[config.mk]
export PLATFORM = sky130hd
export DESIGN_NAME = alu_mc
export DESIGN_NICKNAME = d
export VERILOG_FILES = /design/src/rtl/alu_mc_pkg.sv /design/src/rtl/alu_mc_muldiv_iter.sv /design/src/rtl/alu_mc.sv
export SDC_FILE = /design/constraint.sdc
export NUM_CORES = 1
export LEC_CHECK = 0
export CAP_MARGIN = 20
export CORE_MARGIN = 1.5
export CORE_UTILIZATION = 25
export DETAILED_ROUTE_END_ITERATION = 7
export PLACE_DENSITY = 0.46
export SYNTH_ARGS = -nofsm -noshare
export SYNTH_HDL_FRONTEND = slang
export SYNTH_HIERARCHICAL = 1
export SYNTH_SLANG_ARGS = --single-unit
export TNS_END_PERCENT = 30
[constraint.sdc]
create_clock -name clk -period 9.4 [get_ports clk]
set_input_delay 1.88 -clock clk [delete_from_list [all_inputs] [get_ports clk]]
set_output_delay 1.88 -clock clk [all_outputs]
set_load 0.02 [all_outputs]
[src/rtl/alu_mc_pkg.sv]
// Shared opcodes, FSM state type and opcode classification for the multi-cycle ALU.
package alu_mc_pkg;

   localparam logic [3:0] ALU_AND   = 4'b0000;
   localparam logic [3:0] ALU_OR    = 4'b0001;
   localparam logic [3:0] ALU_ADD   = 4'b0010;
   localparam logic [3:0] ALU_SLTU  = 4'b0011;
   localparam logic [3:0] ALU_SUB   = 4'b0110;
   localparam logic [3:0] ALU_SLT   = 4'b0111;
   localparam logic [3:0] ALU_MULT  = 4'b1000;
   localparam logic [3:0] ALU_MULTU = 4'b1001;
   localparam logic [3:0] ALU_DIV   = 4'b1010;
   localparam logic [3:0] ALU_DIVU  = 4'b1011;
   localparam logic [3:0] ALU_NOR   = 4'b1100;
   localparam logic [3:0] ALU_XOR   = 4'b1101;

   typedef enum logic [1:0] {
      ST_IDLE,
      ST_ITER,
      ST_FIX,
      ST_DONE
   } state_e;

   // mult/multu/div/divu all live in the 10xx block; bit 1 selects divide,
   // bit 0 selects the unsigned variant.
   function automatic logic is_multicycle(input logic [3:0] op);
      return op[3:2] == 2'b10;
   endfunction

endpackage

[src/rtl/alu_mc_muldiv_iter.sv]
// Iterative unsigned shift-add multiplier / restoring divider, one step per cycle.
// Operands are magnitudes; sign handling is done by the caller.
module alu_muldiv_iter
   import alu_mc_pkg::*;
#(
   parameter int WIDTH = 32,
   localparam int CNT_W = $clog2(WIDTH) + 1
) (
   input  logic             clk,
   input  logic             rst_n,
   input  logic             start,
   input  logic             is_div,
   input  logic [WIDTH-1:0] mag_a,
   input  logic [WIDTH-1:0] mag_b,
   output logic             done,
   output logic [WIDTH-1:0] raw_hi,
   output logic [WIDTH-1:0] raw_lo
);

   // hi holds the accumulator (mult) or partial remainder (div);
   // lo holds the shifting multiplier (mult) or dividend/quotient (div).
   logic [WIDTH-1:0] hi_q, hi_d, lo_q, lo_d, b_q, b_d;
   logic             div_q, div_d, busy_q, busy_d;
   logic [CNT_W-1:0] cnt_q, cnt_d;
   logic [WIDTH:0]   prod_sum, div_shift, div_diff;

   // done is high during the final step so the caller leaves ITER as it lands
   assign done   = busy_q && (cnt_q == CNT_W'(WIDTH - 1));
   assign raw_hi = hi_q;
   assign raw_lo = lo_q;

   // One iteration step, or load on start
   always_comb begin
      prod_sum  = {1'b0, hi_q} + (lo_q[0] ? {1'b0, b_q} : '0);
      div_shift = {hi_q, lo_q[WIDTH-1]};
      div_diff  = div_shift - {1'b0, b_q};
      hi_d      = hi_q;
      lo_d      = lo_q;
      b_d       = b_q;
      div_d     = div_q;
      busy_d    = busy_q;
      cnt_d     = cnt_q;
      if (start) begin
         hi_d   = '0;
         lo_d   = mag_a;
         b_d    = mag_b;
         div_d  = is_div;
         busy_d = 1'b1;
         cnt_d  = '0;
      end else if (busy_q) begin
         if (div_q) begin
            // Restoring step: keep the trial subtraction only if it did not borrow
            if (!div_diff[WIDTH]) begin
               hi_d = div_diff[WIDTH-1:0];
               lo_d = {lo_q[WIDTH-2:0], 1'b1};
            end else begin
               hi_d = div_shift[WIDTH-1:0];
               lo_d = {lo_q[WIDTH-2:0], 1'b0};
            end
         end else begin
            {hi_d, lo_d} = {prod_sum, lo_q[WIDTH-1:1]};
         end
         cnt_d = cnt_q + CNT_W'(1);
         if (done) busy_d = 1'b0;
      end
   end

   // Iteration state registers
   always_ff @(posedge clk or negedge rst_n) begin
      if (!rst_n) begin
         hi_q   <= '0;
         lo_q   <= '0;
         b_q    <= '0;
         div_q  <= 1'b0;
         busy_q <= 1'b0;
         cnt_q  <= '0;
      end else begin
         hi_q   <= hi_d;
         lo_q   <= lo_d;
         b_q    <= b_d;
         div_q  <= div_d;
         busy_q <= busy_d;
         cnt_q  <= cnt_d;
      end
   end

endmodule

[src/rtl/alu_mc.sv]
// Multi-cycle ALU: valid/ready handshake FSM, single-cycle ops, and sign
// fix-up around the iterative multiply/divide core.
module alu_mc
   import alu_mc_pkg::*;
#(
   parameter int WIDTH = 32,
   localparam int CNT_W = $clog2(WIDTH) + 1
) (
   input  logic             clk,
   input  logic             rst_n,
   input  logic             in_valid,
   output logic             in_ready,
   input  logic [3:0]       alu_op,
   input  logic [WIDTH-1:0] a,
   input  logic [WIDTH-1:0] b,
   output logic             out_valid,
   input  logic             out_ready,
   output logic [WIDTH-1:0] result_lo,
   output logic [WIDTH-1:0] result_hi,
   output logic             zero,
   output logic             ovf,
   output logic             div_by_zero
);

   localparam logic [WIDTH-1:0] MIN_VAL = {1'b1, {(WIDTH-1){1'b0}}};

   state_e state_q, state_d;
   logic [WIDTH-1:0] lo_q, lo_d, hi_q, hi_d;
   logic ovf_q, ovf_d, dbz_q, dbz_d;
   logic div_q, div_d, neg_lo_q, neg_lo_d, neg_hi_q, neg_hi_d, min_ovf_q, min_ovf_d;

   logic accept, op_mc, op_div, op_signed, div_zero, sign_a, sign_b, start, iter_done;
   logic [WIDTH-1:0] mag_a, mag_b, raw_hi, raw_lo, sc_lo, sum, diff;
   logic sc_ovf;
   logic [2*WIDTH-1:0] prod_neg;

   // Request decode: classify the op and form operand magnitudes for the core
   always_comb begin
      accept    = in_valid && in_ready;
      op_mc     = is_multicycle(alu_op);
      op_div    = alu_op[1];
      op_signed = ~alu_op[0];
      div_zero  = op_mc && op_div && (b == '0);
      sign_a    = op_mc && op_signed && a[WIDTH-1];
      sign_b    = op_mc && op_signed && b[WIDTH-1];
      mag_a     = sign_a ? -a : a;
      mag_b     = sign_b ? -b : b;
      start     = accept && op_mc && !div_zero;
   end

   // Single-cycle operations; unknown codes yield 0 with no flags
   always_comb begin
      sum    = a + b;
      diff   = a - b;
      sc_lo  = '0;
      sc_ovf = 1'b0;
      case (alu_op)
         ALU_ADD: begin
            sc_lo  = sum;
            sc_ovf = (a[WIDTH-1] == b[WIDTH-1]) && (sum[WIDTH-1] != a[WIDTH-1]);
         end
         ALU_SUB: begin
            sc_lo  = diff;
            sc_ovf = (a[WIDTH-1] != b[WIDTH-1]) && (diff[WIDTH-1] != a[WIDTH-1]);
         end
         ALU_AND:  sc_lo = a & b;
         ALU_OR:   sc_lo = a | b;
         ALU_NOR:  sc_lo = ~(a | b);
         ALU_XOR:  sc_lo = a ^ b;
         ALU_SLT:  sc_lo = {{(WIDTH-1){1'b0}}, $signed(a) < $signed(b)};
         ALU_SLTU: sc_lo = {{(WIDTH-1){1'b0}}, a < b};
         default:  ;
      endcase
   end

   alu_muldiv_iter #(.WIDTH(WIDTH)) u_iter (
      .clk    (clk),
      .rst_n  (rst_n),
      .start  (start),
      .is_div (op_div),
      .mag_a  (mag_a),
      .mag_b  (mag_b),
      .done   (iter_done),
      .raw_hi (raw_hi),
      .raw_lo (raw_lo)
   );

   // FSM state register
   always_ff @(posedge clk or negedge rst_n) begin
      if (!rst_n) state_q <= ST_IDLE;
      else        state_q <= state_d;
   end

   // FSM next state; divide by zero bypasses the iteration entirely
   always_comb begin
      state_d = state_q;
      case (state_q)
         ST_IDLE: if (accept) state_d = start ? ST_ITER : ST_DONE;
         ST_ITER: if (iter_done) state_d = ST_FIX;
         ST_FIX:  state_d = ST_DONE;
         ST_DONE: if (out_ready) state_d = ST_IDLE;
         default: state_d = ST_IDLE;
      endcase
   end

   // FSM outputs; zero is gated so it reads 0 whenever no result is presented
   always_comb begin
      in_ready    = (state_q == ST_IDLE);
      out_valid   = (state_q == ST_DONE);
      result_lo   = lo_q;
      result_hi   = hi_q;
      ovf         = ovf_q;
      div_by_zero = dbz_q;
      zero        = out_valid && (lo_q == '0);
   end

   // Result registers: load on accept (single-cycle / div-by-zero) or in FIX
   always_comb begin
      prod_neg  = -{raw_hi, raw_lo};
      lo_d      = lo_q;
      hi_d      = hi_q;
      ovf_d     = ovf_q;
      dbz_d     = dbz_q;
      div_d     = div_q;
      neg_lo_d  = neg_lo_q;
      neg_hi_d  = neg_hi_q;
      min_ovf_d = min_ovf_q;
      if (accept) begin
         if (div_zero) begin
            lo_d  = '1;
            hi_d  = a;
            ovf_d = 1'b0;
            dbz_d = 1'b1;
         end else if (!op_mc) begin
            lo_d  = sc_lo;
            hi_d  = '0;
            ovf_d = sc_ovf;
            dbz_d = 1'b0;
         end else begin
            // Quotient/product sign is the xor of operand signs; remainder follows a
            div_d     = op_div;
            neg_lo_d  = sign_a ^ sign_b;
            neg_hi_d  = sign_a;
            min_ovf_d = op_div && op_signed && (a == MIN_VAL) && (b == '1);
            dbz_d     = 1'b0;
         end
      end else if (state_q == ST_FIX) begin
         if (div_q) begin
            lo_d  = neg_lo_q ? -raw_lo : raw_lo;
            hi_d  = neg_hi_q ? -raw_hi : raw_hi;
            ovf_d = min_ovf_q;
         end else begin
            {hi_d, lo_d} = neg_lo_q ? prod_neg : {raw_hi, raw_lo};
            ovf_d        = 1'b0;
         end
      end
   end

   // Result and sign-tracking registers
   always_ff @(posedge clk or negedge rst_n) begin
      if (!rst_n) begin
         lo_q      <= '0;
         hi_q      <= '0;
         ovf_q     <= 1'b0;
         dbz_q     <= 1'b0;
         div_q     <= 1'b0;
         neg_lo_q  <= 1'b0;
         neg_hi_q  <= 1'b0;
         min_ovf_q <= 1'b0;
      end else begin
         lo_q      <= lo_d;
         hi_q      <= hi_d;
         ovf_q     <= ovf_d;
         dbz_q     <= dbz_d;
         div_q     <= div_d;
         neg_lo_q  <= neg_lo_d;
         neg_hi_q  <= neg_hi_d;
         min_ovf_q <= min_ovf_d;
      end
   end

endmodule

## After elaboration in Yosys (flattened, before gate mapping)

Index checks and enable logic that the tools add are counted.

| word-level totals | value |
|---|---|
| flip-flop bits (word level) | 176 |
| logic and storage cells | 123 |
| output and inout bits | 69 |

| operators by class | value |
|---|---|
| muxes and demuxes | 42 |
| reductions and logical operators | 25 |
| order comparisons | 2 |
| add/subtract/negate cells | 10 |
| bitwise gates (word level) | 7 |
| eq/ne operators | 22 |

Operators with widths:

| cell | count |
|---|---|
| 32-bit two-way mux | 22 |
| 32-bit case mux with 8 select lines | 1 |
| 32-bit negation | 4 |
| 32-bit equality test (second input constant) | 2 |
| 32-bit zero test | 2 |
| 32-bit < comparator | 2 |
| 64-bit two-way mux | 1 |
| 64-bit negation | 1 |
| 32-bit by 33-bit adder with 33-bit output | 1 |
| 33-bit by 32-bit subtractor with 33-bit output | 1 |
| 32-bit adder | 1 |
| 32-bit AND | 1 |
| 32-bit inverter | 1 |
| 32-bit OR | 1 |
| 32-bit subtractor | 1 |
| 32-bit bitwise XOR | 1 |
| 1-bit logical AND | 15 |
| 6-bit two-way mux | 2 |
| 1-bit two-way mux | 10 |
| 4-bit by 2-bit equality test with 1-bit output (second input constant) | 2 |
| 4-bit by 3-bit equality test with 1-bit output (second input constant) | 2 |
| 4-bit equality test (second input constant) | 2 |
| 2-bit two-way mux | 4 |
| 2-bit case mux with 4 select lines | 1 |
| other kinds (19) | 27 |

## Depth between registers and ports, before layout

Gate-level depths: netlist of the first run.

| logic depth | value |
|---|---|
| depth after elaboration | 8 |
| mapped depth | 14 |
| depth with buffers taken out | 13 |

## Modules after synthesis

Netlist of the first run, hierarchy kept.

By module, submodules not included:

| module | cells an instance | area an instance (µm²) | instances |
|---|---|---|---|
| alu_mc | 1612 | 11558.6 | 1 |
| alu_muldiv_iter | 1105 | 8764.7 | 1 |

## Least setup slack after synthesis of the first run

Ideal clock, no wire load.

| timing path | value |
|---|---|
| path kind | in2reg |
| from | in b[1] |
| to | reg u_iter.hi_q[11] (netlist: u_iter/raw_hi[11]) |
| stages on the path | 12 |
| setup time | 0.083 ns |
| arrival time | 4.901 ns |
| slack | 4.415 ns |
| path through | inv_1 > ha_1 > or4b_2 > nor3_1 > nand3_1 > o21ai_1 > inv_1 > clkbuf_1 > nand2b_1 > nor2_1 > a32oi_1 > o21ai_0 |

| on the way | value |
|---|---|
| cells in the longest elaborated chain, start to end | 5 |

Ends and longest elaborated chain:

| item | line | text |
|---|---|---|
| start: declaration | alu_mc.sv:15 | `input logic [WIDTH-1:0] b,` |
| 32-bit zero test (*) | alu_mc.sv:43 | `div_zero = op_mc && op_div && (b == '0);` |
| 1-bit logical AND (*) | alu_mc.sv:43 |  |
| 1-bit zero test (*) | alu_mc.sv:48 | `start = accept && op_mc && !div_zero;` |
| 1-bit logical AND (*) | alu_mc.sv:48 |  |
| net start | alu_mc.sv:32 | `logic accept, op_mc, op_div, op_signed, div_zero, sign_a, sign_b, start, iter_done;` |
| 32-bit two-way mux or 2-bit nonzero test (tied branches) | -- |  |
| end signal: assignment | alu_mc_muldiv_iter.sv:78 | `hi_q <= hi_d;` |
| end: declaration | alu_mc_muldiv_iter.sv:22 | `logic [WIDTH-1:0] hi_q, hi_d, lo_q, lo_d, b_q, b_d;` |

Mark *: on every way through the listed nets, which the timed path passes. The rest lies on a longest branch.
A chain may end at the register's enable or synchronous reset.

## Worst setup path in the final report of the first run

| timing path | value |
|---|---|
| from | in b[2] |
| to | reg lo_q[26] (netlist: result_lo[26]) |

| on the way | value |
|---|---|
| cells in the longest elaborated chain, start to end | 5 |

Ends and longest elaborated chain:

| item | line | text |
|---|---|---|
| 32-bit subtractor or 32-bit adder (tied branches) | alu_mc.sv:54, alu_mc.sv:53 |  |
| 32-bit case mux with 8 select lines | alu_mc.sv:57 | `case (alu_op)` |
| 32-bit two-way mux | alu_mc.sv:134 | `end else if (!op_mc) begin` |
| 32-bit two-way mux | alu_mc.sv:129 | `if (div_zero) begin` |
| 32-bit two-way mux | alu_mc.sv:128 | `if (accept) begin` |
| end signal: assignment | alu_mc.sv:171 | `lo_q <= lo_d;` |
| end: declaration | alu_mc.sv:28 | `logic [WIDTH-1:0] lo_q, lo_d, hi_q, hi_d;` |

Parallel ways exist; a longest one is shown, timed or not. The select of a mux whose other input is x is not followed.

==> results of run 1 <==
==> layout by cell type (no fill, tap or decap), types with 53 or more instances in the layout <==
master                            Yosys  routed
sky130_fd_sc_hd__nand2_1            315     314
sky130_fd_sc_hd__o21ai_0            279     279
sky130_fd_sc_hd__nor2_1             206     205
sky130_fd_sc_hd__a21oi_1            188     188
sky130_fd_sc_hd__ha_1               187     187
sky130_fd_sc_hd__dfrtp_1            176     174
sky130_fd_sc_hd__inv_1              160     159
sky130_fd_sc_hd__xnor2_1            139     139
sky130_fd_sc_hd__clkdlybuf4s50_1      0     139
sky130_fd_sc_hd__nor3_1              65      62
sky130_fd_sc_hd__a21o_1              53      53
==> area by class of cell <==
cell class / count / area, µm² / share of cell area [%]
Multi-Input combinational cell: 2235 / 14800 / 63.2
Sequential cell: 176 / 4410 / 18.8
Timing Repair Buffer: 175 / 1670 / 7.14
Tap cell: 1060 / 1330 / 5.66
Inverter: 160 / 603 / 2.58
Clock buffer: 17 / 425 / 1.82
Clock inverter: 15 / 181 / 0.775
==> logic make-up after synthesis <==
group	synth area share [%]
AOI/OAI and AO/OA	29.5
xor gates and xnor gates	7.79
adders and majority gates	11.9
buffers and inverters	5.78
DFF	21.7
muxes	2.59
and+or+nand+nor	20.8
==> report_power, final <==
part / leakage [nW] / switching, mW / internal (mW)
Clock: 0.294 / 0.427 / 0.361
Combinational: 6.98 / 0.294 / 0.139
Sequential: 2.02 / 0 / 0.756
==> synth_stat cells, types with 30 or more instances <==
master	number
sky130_fd_sc_hd__inv_1	160
sky130_fd_sc_hd__clkbuf_1	127
sky130_fd_sc_hd__or3_1	30
sky130_fd_sc_hd__nor4_1	45
sky130_fd_sc_hd__xnor2_1	139
sky130_fd_sc_hd__mux2i_1	41
sky130_fd_sc_hd__xor2_1	40
sky130_fd_sc_hd__a21o_1	53
sky130_fd_sc_hd__a221oi_1	30
sky130_fd_sc_hd__nand2_1	315
sky130_fd_sc_hd__o21ai_0	279
sky130_fd_sc_hd__and2_1	49
sky130_fd_sc_hd__o31ai_1	38
sky130_fd_sc_hd__a21oi_1	188
sky130_fd_sc_hd__nor3_1	65
sky130_fd_sc_hd__a22oi_1	39
sky130_fd_sc_hd__dfrtp_1	176
sky130_fd_sc_hd__nor2_1	206
sky130_fd_sc_hd__ha_1	187
sky130_fd_sc_hd__nand4_1	34
sky130_fd_sc_hd__a31oi_1	33
sky130_fd_sc_hd__nand3_1	39
==> critical path: cells and delay by family <==
family                     cells  cell delay, ns
AOI/OAI and AO/OA              7            2.81
muxes                          1            0.17
and+or+nand+nor                1            0.09
buffers and inverters          2            0.91
adders and majority gates      1            0.47
==> worst min path at each step <==
| stage | slack, ns | end |
|---|---|---|
| 3_3_place_gp | 0.47 | min_ovf_q |
| 4_1_cts | 0.49 | min_ovf_q |
| 6_report | 0.49 | min_ovf_q |
| 5_1_grt | 0.50 | min_ovf_q |
| 2_1_floorplan | 0.45 | min_ovf_q |
| 3_5_place_dp | 0.47 | min_ovf_q |
==> routing by layer <==
metal  wire length, µm  global-route usage [%]
met1             41800                    30.2
met2             43900                    36.9
met3              5800                    3.20
met4              3130                    8.09
met5                13                       0
==> registers in the layout, summed over array words and instances, names as in the netlist <==
register,cells
u_iter/b_q,32
ovf,1
u_iter/busy_q,1
div_by_zero,1
state_q,2
u_iter/cnt_q,6
result_hi,32
neg_hi_q,1
u_iter/raw_hi,32
min_ovf_q,1
u_iter/div_q,1
div_q,1
u_iter/raw_lo,32
result_lo,32
neg_lo_q,1
==> run summary, run 1 <==
max-cap viol count: 0
number of vias in the routed layout: 21500
sort of element at the end of the critical path: flip-flop
final weighted congestion in routability-driven placement: 0.923
later-pin clock latency in the skew report: 0.53 ns
cell count after synthesis: 2717
reg-to-reg critical path endpoint: result_hi[31]
First DRT Iteration DRCs: 2185
required time reported for the critical path endpoint: 9.79 ns
largest net degree at the start of global routing: 73
number of nets with antenna violations after routing: 0
cell at the slowest stage of the critical path: sky130_fd_sc_hd__a2111oi_0
fraction of final layout cells sized beyond drive strength 1: 4.14%
Final Util: 29.1%
category of the critical setup timing path: in -> reg
hold path startpoint: min_ovf_q
slew of the pin with the lowest slew margin: 1.11 ns
Setup-failing EPs final: 0
post-CTS setup buffers: 0
number of buffers created by CTS: 17
first-pass detailed-route iteration total: 6
final sum of negative setup slack: 0 ns
critical register-to-register path startpoint: u_iter/raw_lo[2]
power density of the placed cells: 84.4 nW/µm²
wire length of the first global-routing pass: 140000 µm
CTS tree: yes
number of cells upsized or downsized after cts: 0
CTS root buffer: sky130_fd_sc_hd__clkbuf_16
final clock period utilization by the worst path: 63.5%
fillers: 8754
growth of design area from synthesis to finish: 15.2%
largest fanout of any net on the critical path: 8
reg-to-reg slack, setup: 4.99 ns
port buffer count: 140
maximum count of clock buffers along a single path: 2
Area after DPL: 22800 µm²
fraction of registers with async set or reset after synthesis: 100%
upper clock frequency limit: 0.168 GHz
Startpoint Class: primary input
die height: 288 µm
vias per std cell: 5.61
start point of the critical path: b[2]
main flop type after synthesis: sky130_fd_sc_hd__dfrtp_1
total DRC errors in the routed layout: 0
clk sinks: 176
average wire length per cell after detail routing: 24.7 µm
unrepaired setup endpoints after global routing: no
mean area per synthesized cell: 7.48 µm²
post-CTS clock slew at the launch and capture registers of the worst setup and hold paths: 0.09 ns
Hold WC Path Type: reg -> reg
number of warnings printed during yosys synthesis: 6
relative slew slack: 25.0%
post-route cell area: 23400 µm²
Die Footprint: 83000 µm²
count of flip-flops with a built-in enable after synthesis: 0
number of top-level pins: 141
number of hold-repair buffers added at the cts stage: 0
netlist area before placement: 20300 µm²
arrival time of data at the critical path endpoint: 6.36 ns
delay contributed by the slowest stage of the critical path: 0.91 ns
depth of the worst register-to-register path: 9
wire length after detailed routing: 94600 µm
number of antenna violations at the first check in global routing: 2
max-slew violation count: 0
result of the run: finished clean
worst setup skew after layout: 0.0164 ns
syn nets: 2980
worst-path cell chain: clkdlybuf4s50_1 -> inv_1 -> ha_1 -> o21bai_1 -> a2111oi_0 -> nor2_1 -> a21oi_1 -> o21ai_0 -> a311oi_1 -> o221ai_1 -> mux2i_1 -> o21ai_0
chip width: 288 µm
detailed placement HPWL: 71400 µm
VDD IR max: 0.000125 V
Worst setup endpoint: result_lo[26]
top cells by area, synth: sky130_fd_sc_hd__dfrtp_1 22%, sky130_fd_sc_hd__ha_1 12%, sky130_fd_sc_hd__o21ai_0 6.9%
number of synthesized register bits: 176
All-Layer GR Usage: 22.6%
Initial Util: 25.2%
post-synthesis sequential area ratio: 21.7%
Synth top area share: 21.7%
Nets: 3028
Max H-tree Level: 4
Distinct cells, synth: 77
static leakage: 9.30 nW
library cell appearing most often on the critical path: sky130_fd_sc_hd__o21ai_0
antenna fix cells: 0
worst hold slack: 0.490 ns
core region area: 80500 µm²
number of global-route vias before repair: 20800
DP Cell Count: 3806
Setup Slack @ Placement: 3.04 ns
worst setup margin: 3.43 ns
cell taking the most area after synthesis: sky130_fd_sc_hd__dfrtp_1
worst hold path cell count: 1
total overflow reported by the global router: 0
Final Total Pwr: 1.98 mW
Final min period: 5.97 ns
total count of hold-check failures in the final report: 0
number of cells in the finished layout apart from fillers: 3838
number of rows in the core area: 104
No activity file was read; power rests on OpenSTA's default activity.
==> inputs of run 2 (changes only) <==
--- a/config.mk
+++ b/config.mk
@@ -9,7 +9,7 @@
 export CORE_MARGIN = 1.5
 export CORE_UTILIZATION = 25
 export DETAILED_ROUTE_END_ITERATION = 7
-export PLACE_DENSITY = 0.46
+export PLACE_DENSITY = 0.48
 export SYNTH_ARGS = -nofsm -noshare
 export SYNTH_HDL_FRONTEND = slang
 export SYNTH_HIERARCHICAL = 1
==> constraint.sdc (replaced) <==
create_clock -name clk -period 5 [get_ports clk]
set_input_delay 1 -clock clk [delete_from_list [all_inputs] [get_ports clk]]
set_output_delay 1 -clock clk [all_outputs]
set_load 0.02 [all_outputs]
==> run 2 against run 1 <==
  * Die area unchanged
  * Sequential power up 88%
  * Routed wire length grew 2.2%
  * Cell area up 3.8%
  * Register-to-register slack got worse by 4.1 ns
  * Non-clock buffer count grew 112
  * Cell count increased by 2.9%
  * Total power increased by 96%
  * First-iteration DRC count down 2.8%
  * Count of clock-buffer cells in the layout stayed put
  * Clock skew barely moved
  * Critical endpoint unchanged
  * Largest power group unchanged
==> run summary, run 2 (synthesized netlist as in run 1, its figures left out) <==
later-pin clock latency in the skew report: 0.52 ns
power density of the placed cells: 159 nW/µm²
most common library cell in the layout ignoring fill and taps: sky130_fd_sc_hd__nand2_1
arrival time of data at the critical path endpoint: 4.83 ns
Highest Signal Layer: met5
number of antenna violations at the first check in global routing: 2
commonest non-fill, non-tap cells in the layout: 315 x sky130_fd_sc_hd__nand2_1, 279 x sky130_fd_sc_hd__o21ai_0, 205 x sky130_fd_sc_hd__nor2_1, 188 x sky130_fd_sc_hd__a21oi_1, 187 x sky130_fd_sc_hd__ha_1
CTS tree: yes
growth of design area from synthesis to finish: 19.6%
max-slew violation count: 0
maximum count of clock buffers along a single path: 2
max-cap viol count: 0
wire length on met3: 5560 µm
number of vias in the routed layout: 22000
hold path startpoint: min_ovf_q
critical register-to-register path startpoint: u_iter/raw_lo[16]
Sequential Power Share: 36.7%
category of the critical setup timing path: in -> reg
Initial Util: 25.2%
sort of element at the end of the critical path: flip-flop
First DRT Iteration DRCs: 2124
chip width: 288 µm
first-pass detailed-route iteration total: 6
Nets: 3140
VDD IR max: 0.000244 V
number of cells upsized or downsized after cts: 0
relative contribution of the clock network to total power: 40.2%
number of buffers created by CTS: 17
number of top-level pins: 141
slew of the pin with the lowest slew margin: 1.14 ns
Startpoint Class: primary input
die height: 288 µm
All-Layer GR Usage: 23.0%
result of the run: finished clean
Max H-tree Level: 4
Hold WC Path Type: reg -> reg
Final min period: 4.44 ns
average wire length per cell after detail routing: 24.5 µm
switching share of total power: 35.2%
total overflow reported by the global router: 0
start point of the critical path: b[0]
unrepaired setup endpoints after global routing: no
relative slew slack: 23.0%
total internal power: 2.51 mW
largest fanout of any net on the critical path: 6
worst hold slack: 0.492 ns
worst setup skew after layout: 0.0167 ns
static leakage: 9.85 nW
number of rows in the core area: 104
final clock period utilization by the worst path: 88.9%
power share of the combinational group: 23.1%
CTS root buffer: sky130_fd_sc_hd__clkbuf_16
NetSw: 1.36 mW
Setup-failing EPs final: 0
largest net degree at the start of global routing: 98
clk sinks: 176
upper clock frequency limit: 0.225 GHz
wire length of the first global-routing pass: 142000 µm
fraction of final layout cells sized beyond drive strength 1: 7.82%
vias per std cell: 5.56
required time reported for the critical path endpoint: 5.38 ns
routed length on met2: 44800 µm
post-CTS clock slew at the launch and capture registers of the worst setup and hold paths: 0.08 ns
detailed placement HPWL: 76500 µm
core region area: 80500 µm²
total DRC errors in the routed layout: 0
total count of hold-check failures in the final report: 0
port buffer count: 140
Routed met1 length: 43100 µm
number of hold-repair buffers added at the cts stage: 0
final weighted congestion in routability-driven placement: 0.950
wire length after detailed routing: 96700 µm
post-CTS setup buffers: 0
final sum of negative setup slack: 0 ns
number of nets with antenna violations after routing: 0
Die Footprint: 83000 µm²
number of global-route vias before repair: 21100
-- run 2: final cells by class --
| type | instances | area, µm² |
|---|---|---|
| clock inverter | 15 | 208 |
| tap | 1060 | 1330 |
| timing repair buffer | 287 | 2530 |
| antenna | 1 | 2.50 |
| fill | 8780 | 56300 |
| inverter | 160 | 603 |
| sequential | 176 | 4410 |
| multi-input combinational | 2235 | 14800 |
| clock buffer | 17 | 425 |
-- run 2: worst max-delay path: stages --
cell	delay (ns)
sky130_fd_sc_hd__clkdlybuf4s50_1	0.71
sky130_fd_sc_hd__ha_1	0.27
sky130_fd_sc_hd__inv_1	0.06
sky130_fd_sc_hd__fa_1	0.40
sky130_fd_sc_hd__nand3b_1	0.20
sky130_fd_sc_hd__a211o_1	0.34
sky130_fd_sc_hd__a211oi_1	0.51
sky130_fd_sc_hd__o21ai_0	0.32
sky130_fd_sc_hd__nand3_1	0.28
sky130_fd_sc_hd__a211oi_1	0.15
sky130_fd_sc_hd__a211o_1	0.33
sky130_fd_sc_hd__o311ai_0	0.09
sky130_fd_sc_hd__o21ai_0	0.14
-- run 2: routing by layer --
metal | global-route usage (%) | vias to the layer above
met3 | 3.29 | 126
met2 | 37.5 | 811
met1 | 30.8 | 10800
li1 | - | 10200
met5 | 0 | -
met4 | 8.17 | 2
-- run 2: power by group through the flow --
stage               combinational, mW  sequential [mW]  clock, mW
floorplan                       0.445             1.45          0
CTS                             0.876             1.42       1.59
detailed placement              0.869             1.45          0
global route                    0.954             1.42       1.63
global placement                0.886             1.45          0
finish                          0.895             1.42       1.55
-- run 2: path summary, 6_finish.rpt --
check / to / slack (ns) / cells after the start
hold reg to reg: min_ovf_q / 0.49 / 1
hold / removal: min_ovf_q / 0.49 / 1
setup reg to reg: result_hi[31] / 0.92 / 9
max in group asynchronous: result_lo[15] / 3.43 / 2
setup / recovery: result_lo[26] / 0.56 / 13
min in group asynchronous: u_iter/b_q[31] / 0.59 / 1
-- run 2: stage by stage --
stage	total power [mW]	std cells	util, %	setup WS, ns	area [µm²]
after floorplan	1.90	2717	-	0.895	20300
after global placement	2.34	3918	29.4	0.0149	23700
after detailed placement	2.32	3918	29.4	0.0473	23700
after CTS	3.89	3950	30.2	0.597	24300
after global routing	4.01	3950	30.2	0.417	24300
final	3.87	3951	30.2	0.557	24300
